$ cat src/rtl/out_display_ctrl.sv
// Output-register display controller: serial double-dabble binary-to-BCD plus a
// multiplexed 7-segment scanner. Optional leading-zero blanking: OUT_DISP_LZ_BLANK_EN.
module out_display_ctrl #(
  parameter int WIDTH       = 8,
  parameter int DIGITS      = 3,
  parameter int REFRESH_DIV = 50000
) (
  input  logic                  mclk,
  input  logic                  i_rst_n,
  input  logic [WIDTH-1:0]      i_data,
  output logic [4*DIGITS-1:0]   o_bcd,
  output logic                  o_busy,
  output logic [6:0]            o_seg,
  output logic [DIGITS-1:0]     o_digit_en
);

  localparam int BW = 4 * DIGITS;
  localparam int CW = (WIDTH > 1) ? $clog2(WIDTH) : 1;
  localparam int IW = (DIGITS > 1) ? $clog2(DIGITS) : 1;
  localparam int PW = (REFRESH_DIV > 1) ? $clog2(REFRESH_DIV) : 1;

  typedef enum logic {IDLE, CONVERT} state_t;

  state_t           state, state_n;
  logic [WIDTH-1:0] shreg, shreg_n;
  logic [WIDTH-1:0] last_val, last_n;
  logic [BW-1:0]    acc, acc_n, adj, shifted;
  logic [CW-1:0]    cnt, cnt_n;
  logic [BW-1:0]    bcd_n;
  logic             busy_n;

  logic [PW-1:0]     presc, presc_n;
  logic [IW-1:0]     idx, idx_n;
  logic              wrap;
  logic [DIGITS-1:0] en_n;
  logic [3:0]        nib;
  logic              blank;
  logic [6:0]        seg_n;

  function automatic logic [6:0] decode(input logic [3:0] n);
    case (n)
      4'd0:    decode = 7'h3F;
      4'd1:    decode = 7'h06;
      4'd2:    decode = 7'h5B;
      4'd3:    decode = 7'h4F;
      4'd4:    decode = 7'h66;
      4'd5:    decode = 7'h6D;
      4'd6:    decode = 7'h7D;
      4'd7:    decode = 7'h07;
      4'd8:    decode = 7'h7F;
      4'd9:    decode = 7'h6F;
      default: decode = 7'h00;
    endcase
  endfunction

  // Conversion FSM: capture on a changed value, then WIDTH add-3/shift iterations.
  always_comb begin
    state_n = state;
    shreg_n = shreg;
    last_n  = last_val;
    acc_n   = acc;
    cnt_n   = cnt;
    bcd_n   = o_bcd;
    busy_n  = o_busy;
    adj     = acc;
    for (int i = 0; i < DIGITS; i++) begin
      if (acc[4*i +: 4] >= 4'd5) adj[4*i +: 4] = acc[4*i +: 4] + 4'd3;
    end
    shifted = {adj[BW-2:0], shreg[WIDTH-1]};
    case (state)
      IDLE: begin
        if (i_data != last_val) begin
          shreg_n = i_data;
          last_n  = i_data;
          acc_n   = '0;
          cnt_n   = '0;
          busy_n  = 1'b1;
          state_n = CONVERT;
        end
      end
      CONVERT: begin
        acc_n   = shifted;
        shreg_n = shreg << 1;
        cnt_n   = cnt + 1'b1;
        if (cnt == CW'(WIDTH - 1)) begin
          bcd_n   = shifted;
          busy_n  = 1'b0;
          state_n = IDLE;
        end
      end
      default: state_n = IDLE;
    endcase
  end

  // Segment data is derived from next-cycle index and BCD so o_seg follows o_bcd without lag.
  always_comb begin
    wrap    = (presc == PW'(REFRESH_DIV - 1));
    presc_n = wrap ? '0 : presc + 1'b1;
    idx_n   = idx;
    if (wrap) idx_n = (idx == IW'(DIGITS - 1)) ? '0 : idx + 1'b1;
    en_n  = '0;
    nib   = 4'd0;
    blank = 1'b0;
    for (int i = 0; i < DIGITS; i++) begin
      if (int'(idx_n) == i) begin
        en_n[i] = 1'b1;
        nib     = bcd_n[4*i +: 4];
      end
    end
`ifdef OUT_DISP_LZ_BLANK_EN
    begin
      logic zero_run;
      zero_run = 1'b1;
      for (int i = DIGITS - 1; i >= 0; i--) begin
        zero_run = zero_run && (bcd_n[4*i +: 4] == 4'd0);
        if (int'(idx_n) == i) blank = zero_run && (i != 0);
      end
    end
`else
    blank = 1'b0;
`endif
    seg_n = blank ? 7'h00 : decode(nib);
  end

  always_ff @(posedge mclk) begin
    if (!i_rst_n) begin
      state      <= IDLE;
      shreg      <= '0;
      last_val   <= '0;
      acc        <= '0;
      cnt        <= '0;
      o_bcd      <= '0;
      o_busy     <= 1'b0;
      presc      <= '0;
      idx        <= '0;
      o_digit_en <= DIGITS'(1);
      o_seg      <= 7'h3F;
    end else begin
      state      <= state_n;
      shreg      <= shreg_n;
      last_val   <= last_n;
      acc        <= acc_n;
      cnt        <= cnt_n;
      o_bcd      <= bcd_n;
      o_busy     <= busy_n;
      presc      <= presc_n;
      idx        <= idx_n;
      o_digit_en <= en_n;
      o_seg      <= seg_n;
    end
  end

endmodule

$ cat config.mk
export PLATFORM = sky130hd
export DESIGN_NAME = out_display_ctrl
export DESIGN_NICKNAME = d
export VERILOG_FILES = /design/src/rtl/out_display_ctrl.sv
export SDC_FILE = /design/constraint.sdc
export NUM_CORES = 1
export LEC_CHECK = 0
export ABC_AREA = 1
export CAP_MARGIN = 20
export CORE_UTILIZATION = 60
export CTS_BUF_LIST = sky130_fd_sc_hd__clkbuf_4
export DETAILED_ROUTE_END_ITERATION = 12
export PLACE_DENSITY = 0.84
export SLEW_MARGIN = 20
export SYNTH_ARGS = -nofsm -noshare
export SYNTH_HDL_FRONTEND = slang
export SYNTH_SLANG_ARGS = --single-unit
$ cat constraint.sdc
create_clock -name mclk -period 5.96 [get_ports mclk]
set_input_delay 0.596 -clock mclk [delete_from_list [all_inputs] [get_ports mclk]]
set_output_delay 0.596 -clock mclk [all_outputs]
set_load 0.005 [all_outputs]
==> results.json, run 1 <==
{
  "status": "completed",
  "die_h_um": 78.44,
  "hold_violations": 0,
  "die-area_mm2": 0.006153,
  "antennaDiodeCount": 0,
  "fin_ws_ns": 3.084,
  "synthArstFlopShare_pct": 0,
  "power_density_mw_per_mm2": 215.8,
  "grt_pass1_wl_mm": 11.97,
  "max-cap-violations": 0,
  "syn_area_mm2": 0.003506,
  "arrival_ns": 3.20,
  "cts_tree": "done",
  "final_common_cell": "nand2_1",
  "setup_tns_ns": 0,
  "setup_violations": 0,
  "pin_count": 33,
  "irDropWorstVdd_mv": 0.2024,
  "final_cell_mix": "nand2_1, dfxtp_1, inv_1, a21oi_1",
  "drc": 0,
  "antenna_found_initial": 0,
  "final_cell_area_mm2": 0.004013,
  "hold_buffers": 0,
  "crit_type": "register to register",
  "synth.ff_latch_count": 73,
  "slew_violations": 0,
  "worst_setup_path_start_kind": "register",
  "clk_pin_slew_ns": 0.13,
  "synth.distinct_cells": 33,
  "grt_pass1_vias": 2874,
  "routedWlPerCell_um": 11.68,
  "drive_gt1_share_pct": 9.827,
  "end_kind": "register",
  "rsz0062_at_grt": "false",
  "track_usage_pct": 24.70,
  "grt_remaining_overflow": 0,
  "synth_flop_cell": "dfxtp_1",
  "vias": 3110,
  "crit_required_ns": 6.28,
  "finalCritPeriodShare_pct": 48.25,
  "synthToLayoutAreaGrowth_pct": 14.45,
  "period_needed_ns": 2.876,
  "first_iter_violations": 174,
  "final-seq-area_mm2": 0.001461,
  "crit_fanout": 24,
  "synth-edff-count": 0,
  "syn-num-nets": 507,
  "htreeDepth": 3,
  "yosys_warnings": 0,
  "die_x_um": 78.44,
  "cts_sinks": 73,
  "synth_area_per_cell_um2": 7.274,
  "finalWeightedCongestion": 0.8569,
  "multi_input_area_mm2": 0.001752,
  "cts_max_path_buffers": 2,
  "fmax_mhz": 347.8,
  "fin_skew_ns": 0.01450,
  "rows": 27,
  "cts-root-buf": "clkbuf_4",
  "leakagePower_nw": 1.670,
  "cts_buffers": 9,
  "initial_core_util_pct": 62.90,
  "dp_hpwl_mm": 5.104,
  "wl_mm": 6.901,
  "nets": 539,
  "place.port_buffers": 32,
  "postCtsSetupRepairBufs": 0,
  "clkLatencyLatePin_ns": 0.43,
  "placed_area_mm2": 0.003869,
  "grt_max_degree": 52,
  "dr.pass1.iters": 5,
  "coreArea_mm2": 0.005574,
  "filler_cell_count": 480,
  "post-route-util_pct": 71.99,
  "relSlewSlack_pct": 41.80,
  "postRouteAntennaNets": 0,
  "viasPerCell": 5.262,
  "hold_path_class": "register to register",
  "yosysSeqAreaShare_pct": 41.68,
  "ctsResizeCount": 0,
  "synthesis.instances": 482,
  "worst_pin_slew_ns": 0.8719,
  "place_ws_ns": 3.148
}
==> state kept, by name, summed over array words and instances (netlist names) <==
| name | cells |
|---|---|
| idx | 2 |
| o_busy | 1 |
| state | 1 |
| cnt | 3 |
| o_seg | 7 |
| last_val | 8 |
| shreg | 8 |
| presc | 16 |
| acc | 12 |
| o_digit_en | 3 |
| o_bcd | 12 |
==> logic make-up (layout without fill, tap and decap cells) <==
logic type,after synthesis,count (layout),share of synthesized area (%)
fa+ha+maj,15,15,5.353
flops,73,73,41.68
compound gates,71,71,10.56
simple gates,240,240,31.76
mux,1,1,0.2855
xor+xnor,8,8,1.999
buf+inv,74,111,8.351
==> metal layers <==
metal	vias up	routed length, um	track usage, %
met3	11	308	7.558
li1	1608	-	-
met2	71	3520	45.96
met1	1420	2988	26.19
met5	-	0	0
met4	0	85	8.333
==> power breakdown <==
group | internal [mW] | switching (mW) | total, mW | leakage [nW]
clock network | 0.131 | 0.188 | 0.319 | 0.0733
logic | 0.0177 | 0.0225 | 0.0402 | 1.00
registers | 0.498 | 0.00929 | 0.507 | 0.593
total | 0.646 | 0.220 | 0.866 | 1.67
==> worst paths after layout <==
kind | start | to | slack (ns) | cells past startpoint
min reg2reg | acc[9]$_SDFFE_PN0P_ | acc[9]$_SDFFE_PN0P_ | 0.47 | 2
min | acc[9]$_SDFFE_PN0P_ | acc[9]$_SDFFE_PN0P_ | 0.47 | 2
max reg2reg | state$_SDFF_PN0_ | o_seg[4]$_SDFF_PN1_ | 3.08 | 11
max | state$_SDFF_PN0_ | o_seg[4]$_SDFF_PN1_ | 3.08 | 11
==> Yosys cell counts (4+ instances only) <==
master	instances	area (um^2)
nor2_1	32	120.1
a31oi_1	8	50.05
or2_2	4	25.02
nand3_1	25	125.1
nand2_2	7	43.79
a21oi_1	43	215.2
nand2_1	132	495.5
inv_2	4	15.01
inv_1	55	206.5
nand4_1	6	37.54
clkbuf_1	8	30.03
nor2_4	6	67.56
ha_1	15	187.7
nand3_2	5	50.05
xnor2_1	5	43.79
dfxtp_1	73	1461
o21ai_0	16	80.08
nor3_1	11	55.05
==> critical path, cell delays in order (launching register included) <==
cell     delay [ns]
dfxtp_1        0.92
nand2_4        0.18
inv_1          0.38
nand2_1        0.13
o21ai_0        0.12
o21ai_0        0.10
nor2_1         0.24
inv_1          0.15
ha_1           0.21
or2_1          0.23
nand3_1        0.07
nand2_1        0.05
==> per-stage QoR <==
step           cells  power (mW)  hold slack [ns]
2_1_floorplan    482      0.5418           0.4179
3_3_place_gp     575      0.5555           0.4302
3_5_place_dp     575      0.5575           0.4506
4_1_cts          591      0.8725           0.4713
5_1_grt          591      0.9010           0.4879
6_report         591      0.8660           0.4746
==> final cells by class <==
type                    instances  share of cell area [%]
multi-input cells             335                   43.65
flip-flops and latches         73                   36.42
well taps                      72                   2.245
repair buffers                 33                   8.170
clock buffers                   9                   1.684
inverters                      62                   5.925
clock inverters                 7                   1.902
(Power assumes the default switching activity.)
==> run 2, diff against run 1 <==
- CORE_UTILIZATION: 60 -> 59
- PLACE_DENSITY: 0.84 -> 0.83
- clock period: 5.96 -> 2.85 ns (I/O delays scaled with it)
==> run 2 against run 1 <==
Compared with the run above: total power increased by 93%; clock power rose by 65%; global-route usage fell by 0.96 points; clock-buffer cell count stayed put; sequential power increased by 110%; die area up 1.7%; cell area down 0.28%; critical endpoint unchanged.
==> results.json, run 2 (synthesis gave the netlist of run 1 again) <==
{
  "setup_violations": 0,
  "rsz0062_at_grt": "false",
  "status": "completed",
  "antenna_found_initial": 0,
  "track_usage_pct": 23.74,
  "clk_pin_slew_ns": 0.12,
  "fmax_mhz": 389.2,
  "first_iter_violations": 118,
  "crit_slowest_cell": "dfxtp_1",
  "critPathMaxStageDelay_ns": 0.37,
  "initial_core_util_pct": 62.52,
  "r2r_start": "cnt[0]$_SDFFE_PN0P_",
  "fin_ws_ns": 0.2809,
  "irDropWorstVdd_mv": 0.2498,
  "die_x_um": 79.09,
  "grt_pass1_wl_mm": 11.67,
  "cts_sinks": 73,
  "dp_hpwl_mm": 5.108,
  "ctsResizeCount": 0,
  "crit_fanout": 17,
  "routedWlPerCell_um": 11.42,
  "dp.cells": 577,
  "place.port_buffers": 32,
  "fin_cells": 593,
  "htreeDepth": 3,
  "end_kind": "register",
  "largest_reg_flops": 16,
  "r2r_setup_slack_ns": 0.28,
  "crit_type": "register to register",
  "critPathMostFrequentCell": "nand2_1",
  "crit_required_ns": 3.16,
  "wl_mm": 6.770,
  "place_ws_ns": 0.3197,
  "final_cell_mix": "nand2_1, dfxtp_1, inv_1, a21oi_1",
  "total_power_mw": 1.670,
  "cp-startpoint": "cnt[0]$_SDFFE_PN0P_",
  "finalWeightedCongestion": 0.8435,
  "cts_tree": "done",
  "arrival_ns": 2.88,
  "period_needed_ns": 2.569,
  "relSlewSlack_pct": 64.83,
  "placed_area_mm2": 0.003896,
  "slew_violations": 0,
  "rows": 27,
  "cts_buffers": 9,
  "worst_pin_slew_ns": 0.5263,
  "setup_tns_ns": 0,
  "dr.pass1.iters": 4,
  "reg.largest.list": "presc x16, acc x12, o_bcd x12",
  "drc": 0,
  "coreArea_mm2": 0.005608,
  "grt_pass1_vias": 2792,
  "max-cap-violations": 0,
  "die_h_um": 79.09,
  "r2r_cells": 15,
  "postRouteAntennaNets": 0,
  "hold_buffers": 0,
  "synthToLayoutAreaGrowth_pct": 14.13,
  "power_density_mw_per_mm2": 417.5,
  "pin_count": 33,
  "path_cells": "ha_1, ha_1, nand2_4, inv_1, nand2_1, nand2_1, inv_1, nand2_1, o21ai_0, nor2_1, inv_1, ha_1, or2_1, nand3_1, nand2_1",
  "drive_gt1_share_pct": 9.789,
  "cts-root-buf": "clkbuf_4",
  "die-area_mm2": 0.006254,
  "postCtsSetupRepairBufs": 0,
  "hold_depth": 1,
  "grt_remaining_overflow": 0,
  "max_flop_register": "presc",
  "final_common_cell": "nand2_1",
  "viasPerCell": 5.169,
  "fin_skew_ns": 0.008736,
  "grt_max_degree": 45,
  "final_cell_area_mm2": 0.004001,
  "leakagePower_nw": 1.668,
  "r2r-end": "o_seg[4]$_SDFF_PN1_",
  "hold_slack_ns": 0.4550,
  "hold_end": "presc[0]$_SDFF_PP0_",
  "cts_max_path_buffers": 2,
  "hold_violations": 0,
  "vias": 3065,
  "clkLatencyLatePin_ns": 0.41,
  "worst_setup_path_start_kind": "register",
  "min_from": "presc[0]$_SDFF_PP0_",
  "post-route-util_pct": 71.35,
  "finalCritPeriodShare_pct": 90.14,
  "antennaDiodeCount": 0,
  "nets": 541,
  "hold_path_class": "register to register"
}
-- run 2: changes by cell type in the layout (fill, tap and decap cells not counted) --
cell,before,now
inv_6,3,0
clkinv_1,1,3
clkinv_2,1,3
buf_12,0,1
buf_4,1,2
bufinv_16,1,0
-- run 2: how the worst max path moves through the flow --
stage,to
2_1_floorplan,o_seg[4]$_SDFF_PN1_
3_3_place_gp,o_seg[4]$_SDFF_PN1_
3_5_place_dp,o_seg[4]$_SDFF_PN1_
4_1_cts,o_seg[4]$_SDFF_PN1_
5_1_grt,o_seg[4]$_SDFF_PN1_
6_report,o_seg[4]$_SDFF_PN1_
-- run 2: power by group --
group	switching, mW	internal (mW)	total, mW
registers	0.0142	1.04	1.05
logic	0.0514	0.0398	0.0912
clock network	0.356	0.169	0.525
-- run 2: layout make-up --
class / count / area, um^2
clock buffers: 9 / 67.56
fillers: 480 / 1607
clock inverters: 7 / 37.54
inverters: 62 / 237.7
flip-flops and latches: 73 / 1461
well taps: 72 / 90.09
repair buffers: 35 / 355.3
multi-input cells: 335 / 1752
-- run 2: per-layer routing --
metal  track usage, %  routed length [um]
met4            8.545                  95
met1            27.61                3139
met3            5.862                 255
met5                0                   0
met2            41.98                3279
-- run 2: worst max-delay path: cells and delay by family (launching register included) --
family,cells,cell delay (ns)
AOI/OAI and AO/OA,1,0.07
buffers and inverters,3,0.55
adders and majority gates,3,0.54
DFF,1,0.37
and+or+nand+nor,8,0.92
==> run 3, diff against run 2 <==
- ABC_AREA: 1 -> not set
- CORE_MARGIN: not set -> 4
==> run 3 against run 2 <==
Compared with the run above: utilization increased by 3.0 points; sequential cell count unchanged; total power increased by 13%; fmax decreased by 6.3%; combinational power increased by 28%; via count decreased by 4.7%.
==> results.json, run 3 <==
{
  "yosysMostFrequentCell": "dfxtp_1",
  "cts_buffers": 9,
  "min_from": "shreg[7]$_SDFFE_PN0P_",
  "synthToLayoutAreaGrowth_pct": 19.07,
  "worst_pin_slew_ns": 0.5962,
  "synth_top_area_share_pct": 41.48,
  "r2r_setup_slack_ns": 0.11,
  "clkLatencyLatePin_ns": 0.43,
  "setup_violations": 0,
  "synth.distinct_cells": 54,
  "hold_path_class": "register to register",
  "initial_core_util_pct": 62.45,
  "fmax_mhz": 364.6,
  "slew_violations": 0,
  "total_power_mw": 1.894,
  "syn-num-nets": 411,
  "grt_pass1_vias": 2701,
  "dp.cells": 487,
  "cts_tree": "done",
  "period_needed_ns": 2.743,
  "drc": 0,
  "worst_setup_path_start_kind": "register",
  "pin_count": 33,
  "yosysTopAreaCell": "dfxtp_1",
  "nets": 456,
  "coreArea_mm2": 0.005642,
  "r2r_start": "acc[4]$_SDFFE_PN0P_",
  "synthArstFlopShare_pct": 0,
  "hold_depth": 2,
  "die_h_um": 85.28,
  "track_usage_pct": 21.69,
  "yosys-top-cells-count": "dfxtp_1, nor2_1, a21oi_1, mux2i_1, xnor2_1",
  "hold_end": "acc[0]$_SDFFE_PN0P_",
  "synthesis.instances": 386,
  "drive_gt1_share_pct": 14.94,
  "fin_skew_ns": 0.006577,
  "place.port_buffers": 32,
  "hold_buffers": 0,
  "status": "completed",
  "grt_pass1_wl_mm": 12.53,
  "grt_max_degree": 48,
  "cts-root-buf": "clkbuf_4",
  "reg.largest.list": "presc x16, acc x12, o_bcd x12",
  "dp_hpwl_mm": 5.432,
  "synth_area_per_cell_um2": 9.128,
  "antenna_found_initial": 0,
  "arrival_ns": 3.11,
  "end_kind": "register",
  "rows": 27,
  "largest_reg_flops": 16,
  "routedWlPerCell_um": 15.45,
  "crit_fanout": 6,
  "syn_area_mm2": 0.003523,
  "cts_sinks": 73,
  "finalCritPeriodShare_pct": 96.23,
  "synth.ff_latch_count": 73,
  "grt_remaining_overflow": 0,
  "hold_violations": 0,
  "clk_pin_slew_ns": 0.11,
  "r2r-end": "o_seg[3]$_SDFF_PN1_",
  "yosysSeqAreaShare_pct": 41.48,
  "die_x_um": 85.28,
  "r2r_cells": 11,
  "final_cell_mix": "dfxtp_1, nor2_1, a21oi_1, clkdlybuf4s50_1, mux2i_1",
  "synth_flop_cell": "dfxtp_1",
  "die-area_mm2": 0.007272,
  "fin_cells": 507,
  "irDropWorstVdd_mv": 0.3490,
  "first_iter_violations": 293,
  "viasPerCell": 5.761,
  "postRouteAntennaNets": 0,
  "wl_mm": 7.831,
  "yosys_warnings": 0,
  "crit_type": "register to register",
  "power_density_mw_per_mm2": 451.5,
  "crit_required_ns": 3.22,
  "finalWeightedCongestion": 0.8804,
  "synth-edff-count": 0,
  "vias": 2921,
  "dr.pass1.iters": 4,
  "antennaDiodeCount": 0,
  "max_flop_register": "presc",
  "max-cap-violations": 0,
  "final_common_cell": "dfxtp_1",
  "htreeDepth": 3,
  "leakagePower_nw": 1.650,
  "cts_max_path_buffers": 2,
  "relSlewSlack_pct": 60.21,
  "synthTopCellsByArea": "dfxtp_1, mux2i_1, nor2_1"
}
run 3: worst max-delay path by stage:
| stage | from | to | depth (start not counted) |
|---|---|---|---|
| after floorplan | cnt[0]$_SDFFE_PN0P_ | o_seg[3]$_SDFF_PN1_ | 12 |
| after global placement | acc[0]$_SDFFE_PN0P_ | o_seg[6]$_SDFF_PN0_ | 11 |
| after detailed placement | cnt[0]$_SDFFE_PN0P_ | o_seg[3]$_SDFF_PN1_ | 11 |
| after CTS | acc[0]$_SDFFE_PN0P_ | o_seg[6]$_SDFF_PN0_ | 11 |
| after global routing | acc[0]$_SDFFE_PN0P_ | o_seg[6]$_SDFF_PN0_ | 11 |
| final | acc[4]$_SDFFE_PN0P_ | o_seg[3]$_SDFF_PN1_ | 11 |
run 3: worst max-delay path, stage by stage, from the launching register on:
cell	delay, ns
dfxtp_2	0.41
inv_1	0.09
ha_1	0.25
nand2b_1	0.11
or3b_2	0.46
a41o_1	0.28
mux2i_1	0.18
a22oi_2	0.16
inv_1	0.12
ha_1	0.25
mux2_4	0.27
o21ai_1	0.11
run 3: stage by stage:
step           hold WS [ns]  utilization (%)  worst slack, ns  setup TNS, ns  area, um^2
3_5_place_dp         0.4771            70.44          0.01723              0        3974
2_1_floorplan        0.4323                -          0.04943              0        3528
4_1_cts              0.5019            73.19          0.04062              0        4129
6_report             0.4928            74.36           0.1074              0        4195
5_1_grt              0.5044            74.36         -0.02702       -0.04320        4195
3_3_place_gp         0.4641            70.44           0.1491              0        3974
run 3: final cells by class:
| type | count | area, um^2 |
|---|---|---|
| timing repair buffer | 52 | 470.5 |
| tap | 72 | 90.09 |
| multi-input combinational | 283 | 1974 |
| sequential | 73 | 1464 |
| inverter | 12 | 45.04 |
| clock inverter | 4 | 68.82 |
| fill | 403 | 1446 |
| clock buffer | 11 | 82.58 |
run 3: what timing repair did:
| action | CTS | global route |
|---|---|---|
| endpoints found under the setup margin | 3 | 5 |
| setup buffers | 0 | 5 |
| pin swaps | 0 | 3 |
| gates resized for setup | 2 | 9 |
| endpoints found under the hold margin | 0 | 0 |
run 3: metal layers:
layer / wire (um) / track usage, % / part of all wire [%]
met2: 3785 / 36.44 / 48
met4: 161 / 9.353 / 2.1
met3: 430 / 5.243 / 5.5
met1: 3454 / 26.33 / 44
met5: 0 / 0 / 0
run 3: kinds of logic (layout without fill, tap and decap cells):
kind of cell	Yosys count	count (layout)	share of synthesized area [%]
AOI/OAI and AO/OA	74	74	13.35
xor gates and xnor gates	21	21	5.220
adders and majority gates	15	15	5.327
buffers and inverters	30	79	3.480
DFF	73	73	41.48
muxes	33	33	10.12
and+or+nand+nor	140	140	21.02
run 3: power by group:
group          internal, mW  switching, mW  leakage, nW
sequential             1.04         0.0144        0.594
clock                 0.367          0.355       0.0844
combinational        0.0529         0.0643        0.972
